File: src/rtl/ex_flag_stage_if.sv
// rtl/ex_flag_stage_if.sv - EX-stage control/data bundle between the execute pipe and the flag stage
interface ex_flag_stage_if #(parameter int DW = 16);
    logic          stall;
    logic          flush;
    logic          ex_valid;
    logic [DW-1:0] alu_result;
    logic          alu_v;
    logic          alu_n;
    logic [3:0]    alu_ctrl;
    logic          flag_we;
    logic          br_en;
    logic [2:0]    br_cond;
    logic [DW-1:0] br_target;
    logic [DW-1:0] mem_result;
    logic          mem_valid;
    logic          flag_z;
    logic          flag_v;
    logic          flag_n;
    logic          branch_taken;
    logic [DW-1:0] branch_pc;

    modport master (
        output stall, flush, ex_valid, alu_result, alu_v, alu_n, alu_ctrl,
               flag_we, br_en, br_cond, br_target,
        input  mem_result, mem_valid, flag_z, flag_v, flag_n, branch_taken, branch_pc
    );

    modport slave (
        input  stall, flush, ex_valid, alu_result, alu_v, alu_n, alu_ctrl,
               flag_we, br_en, br_cond, br_target,
        output mem_result, mem_valid, flag_z, flag_v, flag_n, branch_taken, branch_pc
    );
endinterface

File: src/rtl/ex_flag_stage.sv
// rtl/ex_flag_stage.sv - EX/MEM register, Z/V/N flag register and branch redirect with shadow squash
module ex_flag_stage #(
    parameter int DW = 16
) (
    input  logic              clk,
    input  logic              rst,
    ex_flag_stage_if.slave    bus
);

    logic [DW-1:0] mem_result_q, mem_result_d;
    logic          mem_valid_q, mem_valid_d;
    logic          flag_z_q, flag_z_d;
    logic          flag_v_q, flag_v_d;
    logic          flag_n_q, flag_n_d;
    logic          branch_taken_q, branch_taken_d;
    logic [DW-1:0] branch_pc_q, branch_pc_d;
    logic          shadow_q, shadow_d;

    logic ev;
    logic alu_zero;
    logic cond_true;
    logic take;

    assign ev       = bus.ex_valid & ~bus.flush & ~shadow_q;
    assign alu_zero = (bus.alu_result == '0);

    // Conditions read the committed flags; a setter one slot ahead has already written them.
    always_comb begin
        cond_true = 1'b0;
        unique case (bus.br_cond)
            3'b000: cond_true = ~flag_z_q;
            3'b001: cond_true = flag_z_q;
            3'b010: cond_true = ~flag_z_q & ~flag_n_q;
            3'b011: cond_true = flag_n_q;
            3'b100: cond_true = flag_z_q | ~flag_n_q;
            3'b101: cond_true = flag_n_q | flag_z_q;
            3'b110: cond_true = flag_v_q;
            3'b111: cond_true = 1'b1;
            default: cond_true = 1'b0;
        endcase
    end

    assign take = ~bus.stall & ev & bus.br_en & cond_true;

    always_comb begin
        mem_result_d   = mem_result_q;
        mem_valid_d    = mem_valid_q;
        flag_z_d       = flag_z_q;
        flag_v_d       = flag_v_q;
        flag_n_d       = flag_n_q;
        branch_taken_d = 1'b0;
        branch_pc_d    = branch_pc_q;
        shadow_d       = shadow_q;

        if (!bus.stall) begin
            mem_result_d = bus.alu_result;
            mem_valid_d  = ev & ~bus.br_en;
            shadow_d     = take;
            if (take) begin
                branch_taken_d = 1'b1;
                branch_pc_d    = bus.br_target;
            end
            if (ev && bus.flag_we && !bus.br_en) begin
                flag_z_d = alu_zero;
                // Only the adder produces meaningful overflow/sign; logic and shift units keep V/N.
                if (bus.alu_ctrl[3:2] == 2'b00) begin
                    flag_v_d = bus.alu_v;
                    flag_n_d = bus.alu_n;
                end
            end
        end
    end

    always_ff @(posedge clk or posedge rst) begin
        if (rst) begin
            mem_result_q   <= '0;
            mem_valid_q    <= 1'b0;
            flag_z_q       <= 1'b0;
            flag_v_q       <= 1'b0;
            flag_n_q       <= 1'b0;
            branch_taken_q <= 1'b0;
            branch_pc_q    <= '0;
            shadow_q       <= 1'b0;
        end else begin
            mem_result_q   <= mem_result_d;
            mem_valid_q    <= mem_valid_d;
            flag_z_q       <= flag_z_d;
            flag_v_q       <= flag_v_d;
            flag_n_q       <= flag_n_d;
            branch_taken_q <= branch_taken_d;
            branch_pc_q    <= branch_pc_d;
            shadow_q       <= shadow_d;
        end
    end

    assign bus.mem_result   = mem_result_q;
    assign bus.mem_valid    = mem_valid_q;
    assign bus.flag_z       = flag_z_q;
    assign bus.flag_v       = flag_v_q;
    assign bus.flag_n       = flag_n_q;
    assign bus.branch_taken = branch_taken_q;
    assign bus.branch_pc    = branch_pc_q;

endmodule

File: src/flat_wrapper.sv
// flat-port wrapper written by rule: the top's interface ports become plain ports
module ex_flag_stage_flat 
#(
    parameter int DW = 16
)
  (clk, rst, bus_stall, bus_flush, bus_ex_valid, bus_alu_result, bus_alu_v, bus_alu_n, bus_alu_ctrl, bus_flag_we, bus_br_en, bus_br_cond, bus_br_target, bus_mem_result, bus_mem_valid, bus_flag_z, bus_flag_v, bus_flag_n, bus_branch_taken, bus_branch_pc);
  ex_flag_stage_if #(.DW(DW)) bus_i ();
  input  logic clk;
  input  logic rst;
  input wire logic [$bits(bus_i.stall)-1:0] bus_stall;
  input wire logic [$bits(bus_i.flush)-1:0] bus_flush;
  input wire logic [$bits(bus_i.ex_valid)-1:0] bus_ex_valid;
  input wire logic [$bits(bus_i.alu_result)-1:0] bus_alu_result;
  input wire logic [$bits(bus_i.alu_v)-1:0] bus_alu_v;
  input wire logic [$bits(bus_i.alu_n)-1:0] bus_alu_n;
  input wire logic [$bits(bus_i.alu_ctrl)-1:0] bus_alu_ctrl;
  input wire logic [$bits(bus_i.flag_we)-1:0] bus_flag_we;
  input wire logic [$bits(bus_i.br_en)-1:0] bus_br_en;
  input wire logic [$bits(bus_i.br_cond)-1:0] bus_br_cond;
  input wire logic [$bits(bus_i.br_target)-1:0] bus_br_target;
  output wire logic [$bits(bus_i.mem_result)-1:0] bus_mem_result;
  output wire logic [$bits(bus_i.mem_valid)-1:0] bus_mem_valid;
  output wire logic [$bits(bus_i.flag_z)-1:0] bus_flag_z;
  output wire logic [$bits(bus_i.flag_v)-1:0] bus_flag_v;
  output wire logic [$bits(bus_i.flag_n)-1:0] bus_flag_n;
  output wire logic [$bits(bus_i.branch_taken)-1:0] bus_branch_taken;
  output wire logic [$bits(bus_i.branch_pc)-1:0] bus_branch_pc;
  assign bus_i.stall = bus_stall;
  assign bus_i.flush = bus_flush;
  assign bus_i.ex_valid = bus_ex_valid;
  assign bus_i.alu_result = bus_alu_result;
  assign bus_i.alu_v = bus_alu_v;
  assign bus_i.alu_n = bus_alu_n;
  assign bus_i.alu_ctrl = bus_alu_ctrl;
  assign bus_i.flag_we = bus_flag_we;
  assign bus_i.br_en = bus_br_en;
  assign bus_i.br_cond = bus_br_cond;
  assign bus_i.br_target = bus_br_target;
  assign bus_mem_result = bus_i.mem_result;
  assign bus_mem_valid = bus_i.mem_valid;
  assign bus_flag_z = bus_i.flag_z;
  assign bus_flag_v = bus_i.flag_v;
  assign bus_flag_n = bus_i.flag_n;
  assign bus_branch_taken = bus_i.branch_taken;
  assign bus_branch_pc = bus_i.branch_pc;
  ex_flag_stage #(.DW(DW)) u_core (.clk(clk), .rst(rst), .bus(bus_i));
endmodule
File: config.mk
export PLATFORM = sky130hd
export DESIGN_NAME = ex_flag_stage_flat
export DESIGN_NICKNAME = d
export VERILOG_FILES = /design/src/rtl/ex_flag_stage_if.sv /design/src/rtl/ex_flag_stage.sv /design/src/flat_wrapper.sv
export SDC_FILE = /design/constraint.sdc
export NUM_CORES = 1
export LEC_CHECK = 0
export CAP_MARGIN = 10
export CORE_ASPECT_RATIO = 1.75
export CORE_MARGIN = 2
export CORE_UTILIZATION = 43
export CTS_BUF_LIST = sky130_fd_sc_hd__clkbuf_2 sky130_fd_sc_hd__clkbuf_4 sky130_fd_sc_hd__clkbuf_8
export DETAILED_ROUTE_END_ITERATION = 12
export GPL_TIMING_DRIVEN = 0
export PLACE_DENSITY_LB_ADDON = 0.15
export SKIP_LAST_GASP = 1
export SLEW_MARGIN = 20
export SYNTH_ARGS = -nofsm -noshare
export SYNTH_HDL_FRONTEND = slang
export SYNTH_SLANG_ARGS = --single-unit
File: constraint.sdc
create_clock -name clk -period 3.14 [get_ports clk]
set_input_delay 0.314 -clock clk [delete_from_list [all_inputs] [get_ports clk]]
set_output_delay 0.314 -clock clk [all_outputs]
set_load 0.05 [all_outputs]
## After elaboration in Yosys (flattened, before gate mapping)

Index checks and enable logic that the tools add are counted.

- Bits in registers: 38
- Latch bits: 0
- Memory bits (writable): 0
- Bits in read-only memories: 0
- Input bits: 48
- Logic and storage cells: 42
- Memories kept: 0

- Add/subtract/negate cells: 0
- $mul: 0
- Divide/modulo/power cells: 0
- Magnitude comparators: 0
- Equal/unequal tests: 7
- Shift operators: 0
- Mux-type cells: 3
- Bitwise logic cells: 15
- Reduce and logical (&&, ||, !) cells: 9

Operator list:

| operator | number |
|---|---|
| 16-bit zero test | 1 |
| 3-bit == test (second input constant) | 4 |
| 1-bit case mux with 8 select lines | 1 |
| 1-bit AND | 7 |
| 3-bit by 2-bit == test with 1-bit output (second input constant) | 2 |
| 1-bit inverter | 6 |
| 2-bit AND reduction | 2 |
| 3-bit by 1-bit == test with 1-bit output (second input constant) | 1 |
| 3-bit zero test | 1 |
| 3-bit AND reduction | 1 |
| 1-bit logical AND | 2 |
| 2-bit zero test | 1 |
| 1-bit two-way mux | 2 |
| 1-bit OR | 2 |
| 1-bit zero test | 1 |

## Longest topological paths before layout

- Word-level depth: 8
- Gate-level depth with buffers: 5
- Depth with buffers taken out: 4

## Worst setup path before layout

No wires, ideal clock.

- Kind: reg2reg
- From: register u_core.flag_z_q (netlist: u_core.bus.flag_z)
- To: register u_core.branch_pc_q[0] (netlist: u_core.bus.branch_pc[0])
- Arrival time: 1.991 ns
- Required time: 3.015 ns
- Setup slack: 1.024 ns
- Cell stages (with the launch flop): 6
- Path buffers: 1
- Path through: dfrtp_1 or4b_1 nand4b_1 a311oi_4 buf_6 mux2_2

- Cells in the longest elaborated chain, start to end: 5

RTL lines:

| item | RTL line | RTL |
|---|---|---|
| start: declaration | ex_flag_stage.sv:12 | `logic flag_z_q, flag_z_d;` |
| start signal: assignment | ex_flag_stage.sv:87 | `flag_z_q <= flag_z_d;` |
| 1-bit inverter | ex_flag_stage.sv:31, ex_flag_stage.sv:33 |  |
| 1-bit AND | ex_flag_stage.sv:33 | `3'b010: cond_true = ~flag_z_q & ~flag_n_q;` |
| 1-bit case mux with 8 select lines (*) | ex_flag_stage.sv:30 | `unique case (bus.br_cond)` |
| 1-bit AND (*) | ex_flag_stage.sv:43 | `assign take = ~bus.stall & ev & bus.br_en & cond_true;` |
| 2-bit AND reduction (no source line) (*) | - |  |
| end signal: assignment | ex_flag_stage.sv:91 | `branch_pc_q <= branch_pc_d;` |
| end: declaration | ex_flag_stage.sv:16 | `logic [DW-1:0] branch_pc_q, branch_pc_d;` |

Every way passes the cells marked *; elsewhere a longest branch is shown, timed or not.
A chain may end at the register's enable or synchronous reset.

## Worst setup path after layout

- From: input port bus_ex_valid
- To: register u_core.branch_pc_q[14] (netlist: u_core.bus.branch_pc[14])

- Cells in the longest elaborated chain, start to end: 6

RTL lines:

| item | RTL line | RTL |
|---|---|---|
| start: declaration | flat_wrapper.sv:12 | `input wire logic [$bits(bus_i.ex_valid)-1:0] bus_ex_valid;` |
| 1-bit AND (2 in a row) | ex_flag_stage.sv:24 | `assign ev = bus.ex_valid & ~bus.flush & ~shadow_q;` |
| 1-bit AND (3 in a row) | ex_flag_stage.sv:43 |  |
| 2-bit AND reduction (no source line) | - |  |

No other way between the ends.

==> results.toml <==
[global_route]
grt_pass1_vias = 1316
track_usage_pct = 19.84
grt_overflow_total = 0
grt_max_degree = 39
grt_first_pass_wirelength_um = 6313
antenna_found_initial = 0

[clocking]
cts-htree-levels = 2
numCtsBuffers = 5
cts_sinks = 38
cts_buffer_depth = 2
cts_tree = "built"
post_cts_buffers = 0
clkTransAtPathRegs_ps = 70
cts_hold_buf = 0
ctsResizeCount = 0
root_buffer = "clkbuf_8"
clk_latency_ps = 280

[timing]
fin_crit_ps = 2151
drv_slew = 0
setup_viol = 0
tightest_slew_ps = 757.1
tns_ps = 0
rsz0062_at_grt = "no"
fin_crit_sh_pct = 68.51
finalClockSkew_ps = 5.157
hold_viol = 0
slew-limit-headroom_pct = 49.46
setup_slack_ps = 988.7
timing.fmax_ghz = 0.4648

[setup_path]
r2r_start = "u_core.shadow_q$_DFFE_PP0N_"
cp-end-kind = "flip-flop"
r2r_cells = 5
cp-start-kind = "input pin"
rrSetupSlack_ps = 1080
criticalPathCategory = "input pin to flip-flop"
path_buf_inv = 2
path_delay_family = "buffers and inverters"
crit_end = "u_core.bus.branch_pc[14]$_DFFE_PP0P_"
cp.depth = 6
cp_max_fo = 10
cp-startpoint = "bus_ex_valid"
max_stage_delay_ps = 570
crit_required_ps = 3310
crit_slowest_cell = "a311oi_4"
rr_endpoint = "u_core.bus.branch_pc[14]$_DFFE_PP0P_"
crit_arrival_ps = 2320
crit_chain = "clkdlybuf4s50_1 > nor3b_2 > nand4b_1 > a311oi_4 > buf_6 > mux2_2"

[layout]
nets = 237
postLayoutCellArea_mm2 = 0.002539
syn_to_final_growth_pct = 63.63
fillers = 264
final_cells = 235
diodes = 0
drive_above_1_share_pct = 24.74

[logic_synthesis]
synth_cell_types = 21
ys_seq_elements = 38
yosysTopAreaCell = "dfrtp_1"
synth_warnings = 0
syn_nets = 148
syn_avg_cell_area_um2 = 15.51
synthTopCellsByArea = "dfrtp_1 (61%), mux2_2 (25%), a311oi_4 (1.7%)"
ys_seq_area_share_pct = 61.29
ys_async_sr_fraction_pct = 100.0
synthCells = 100
synth.top_cells.by_count = "dfrtp_1 (38), mux2_2 (34), nor4_1 (4)"
yosysMostFrequentCell = "dfrtp_1"
synth_top_area_share_pct = 61.29
syn_area_mm2 = 0.001551
ys.flop_type = "dfrtp_1"
synth_edf_count = 0

[drt]
wl_met2_um = 2049
viasPerCell = 5.026
wirelength_um = 3733
vias = 1181
firstDrtPassIters = 4
routedWlPerCell_um = 15.89
wl_met3_um = 272
dr.max_layer_used = "met4"
m1WireLength_um = 1320
ant_nets = 0
drc = 0
drtIter0Drc = 11

[floorplanning]
die_y_um = 83.46
die_w_um = 49.41
initial_utilization_pct = 45.19
core_area_mm2 = 0.003433
dieArea_mm2 = 0.004123
rows = 28
io_pins = 85

[place]
placedInstanceArea_mm2 = 0.002429
preCtsSetupSlack_ps = 652.8
gp_congestion = 0.6873
placedCellCount = 227
io_buffers = 82

[power]
p_leak_uw = 0.001033
irDropWorstVdd_uv = 603.0
powerDensity_mw_per_mm2 = 644.9

[flow_run]
maxCapViolCount = 0

[outcome]
status = "complete, no violations"

[min_path]
hp-class = "input pin to async pin"
stage by stage:
| stage | total power, µW | hold WS, ps | util (%) |
|---|---|---|---|
| 6_report | 1637 | 483.2 | 73.94 |
| 5_1_grt | 1703 | 533.9 | 73.94 |
| 4_1_cts | 1656 | 507.6 | 73.94 |
| 3_5_place_dp | 1268 | 490.3 | 70.74 |
| 3_3_place_gp | 1252 | 472.3 | 70.74 |
| 2_1_floorplan | 1009 | 464.5 | - |
layout make-up:
| type | instances | area, µm² | area share (%) |
|---|---|---|---|
| multi-input cells | 57 | 574.3 | 22.62 |
| clock buffers | 8 | 110.1 | 4.337 |
| plain buffers | 3 | 18.77 | 0.7393 |
| well taps | 45 | 56.30 | 2.218 |
| repair buffers | 82 | 820.8 | 32.33 |
| inverters | 2 | 7.507 | 0.2957 |
| flip-flops and latches | 38 | 950.9 | 37.46 |
state kept, by name (all words and copies together), names as in the netlist:
signal                   cells
u_core.shadow_q              1
u_core.bus.mem_valid         1
u_core.bus.branch_taken      1
u_core.bus.flag_z            1
u_core.bus.branch_pc        16
u_core.bus.flag_n            1
u_core.bus.flag_v            1
u_core.bus.mem_result       16
cell usage in the layout (no fill, tap or decap), types with 2 or more instances in the layout:
master	count
o21ai_0	2
nand2_1	2
mux2_2	34
clkdlybuf4s50_1	82
dfrtp_1	38
clkbuf_1	2
nand3b_1	2
clkbuf_8	8
nand4bb_1	2
nor4_1	4
kinds of logic (layout without fill, tap and decap cells):
kind of cell           count (synthesis)  after routing  share of synthesized area (%)
AO/OA/AOI/OAI                          5              5                          3.468
flip-flops                            38             38                          61.29
buffers and inverters                  5             95                          1.694
multiplexers                          35             35                          25.32
AND/OR/NAND/NOR                       17             17                          8.226
report_power, final:
group | switching (µW) | internal, µW
logic | 388 | 252
registers | 42.2 | 571
clock network | 162 | 222
total | 592 | 1050
routing by layer:
| layer | vias up | GRT usage, % |
|---|---|---|
| met4 | 0 | 7.828 |
| met3 | 9 | 5.376 |
| met5 | - | 0 |
| met1 | 566 | 21.17 |
| met2 | 57 | 36.00 |
| li1 | 549 | - |
worst reg2reg max path: stages, from the launching register on:
cell and delay (ps):
dfrtp_1 400, nor3b_2 230, nand4b_1 190, a311oi_4 570
buf_6 230, mux2_2 340
worst min path at each step:
stage / startpoint / to / cells past startpoint
final: rst / u_core.bus.flag_v$_DFFE_PP0P_ / 2
after global routing: u_core.bus.mem_result[14]$_DFFE_PP0N_ / u_core.bus.mem_result[14]$_DFFE_PP0N_ / 1
after CTS: rst / u_core.bus.mem_result[13]$_DFFE_PP0N_ / 2
after detailed placement: u_core.bus.mem_valid$_DFFE_PP0N_ / u_core.bus.mem_valid$_DFFE_PP0N_ / 2
after global placement: u_core.bus.mem_valid$_DFFE_PP0N_ / u_core.bus.mem_valid$_DFFE_PP0N_ / 2
after floorplan: bus_alu_n / u_core.bus.flag_n$_DFFE_PP0P_ / 1
No activity file was read; power rests on OpenSTA's default activity.
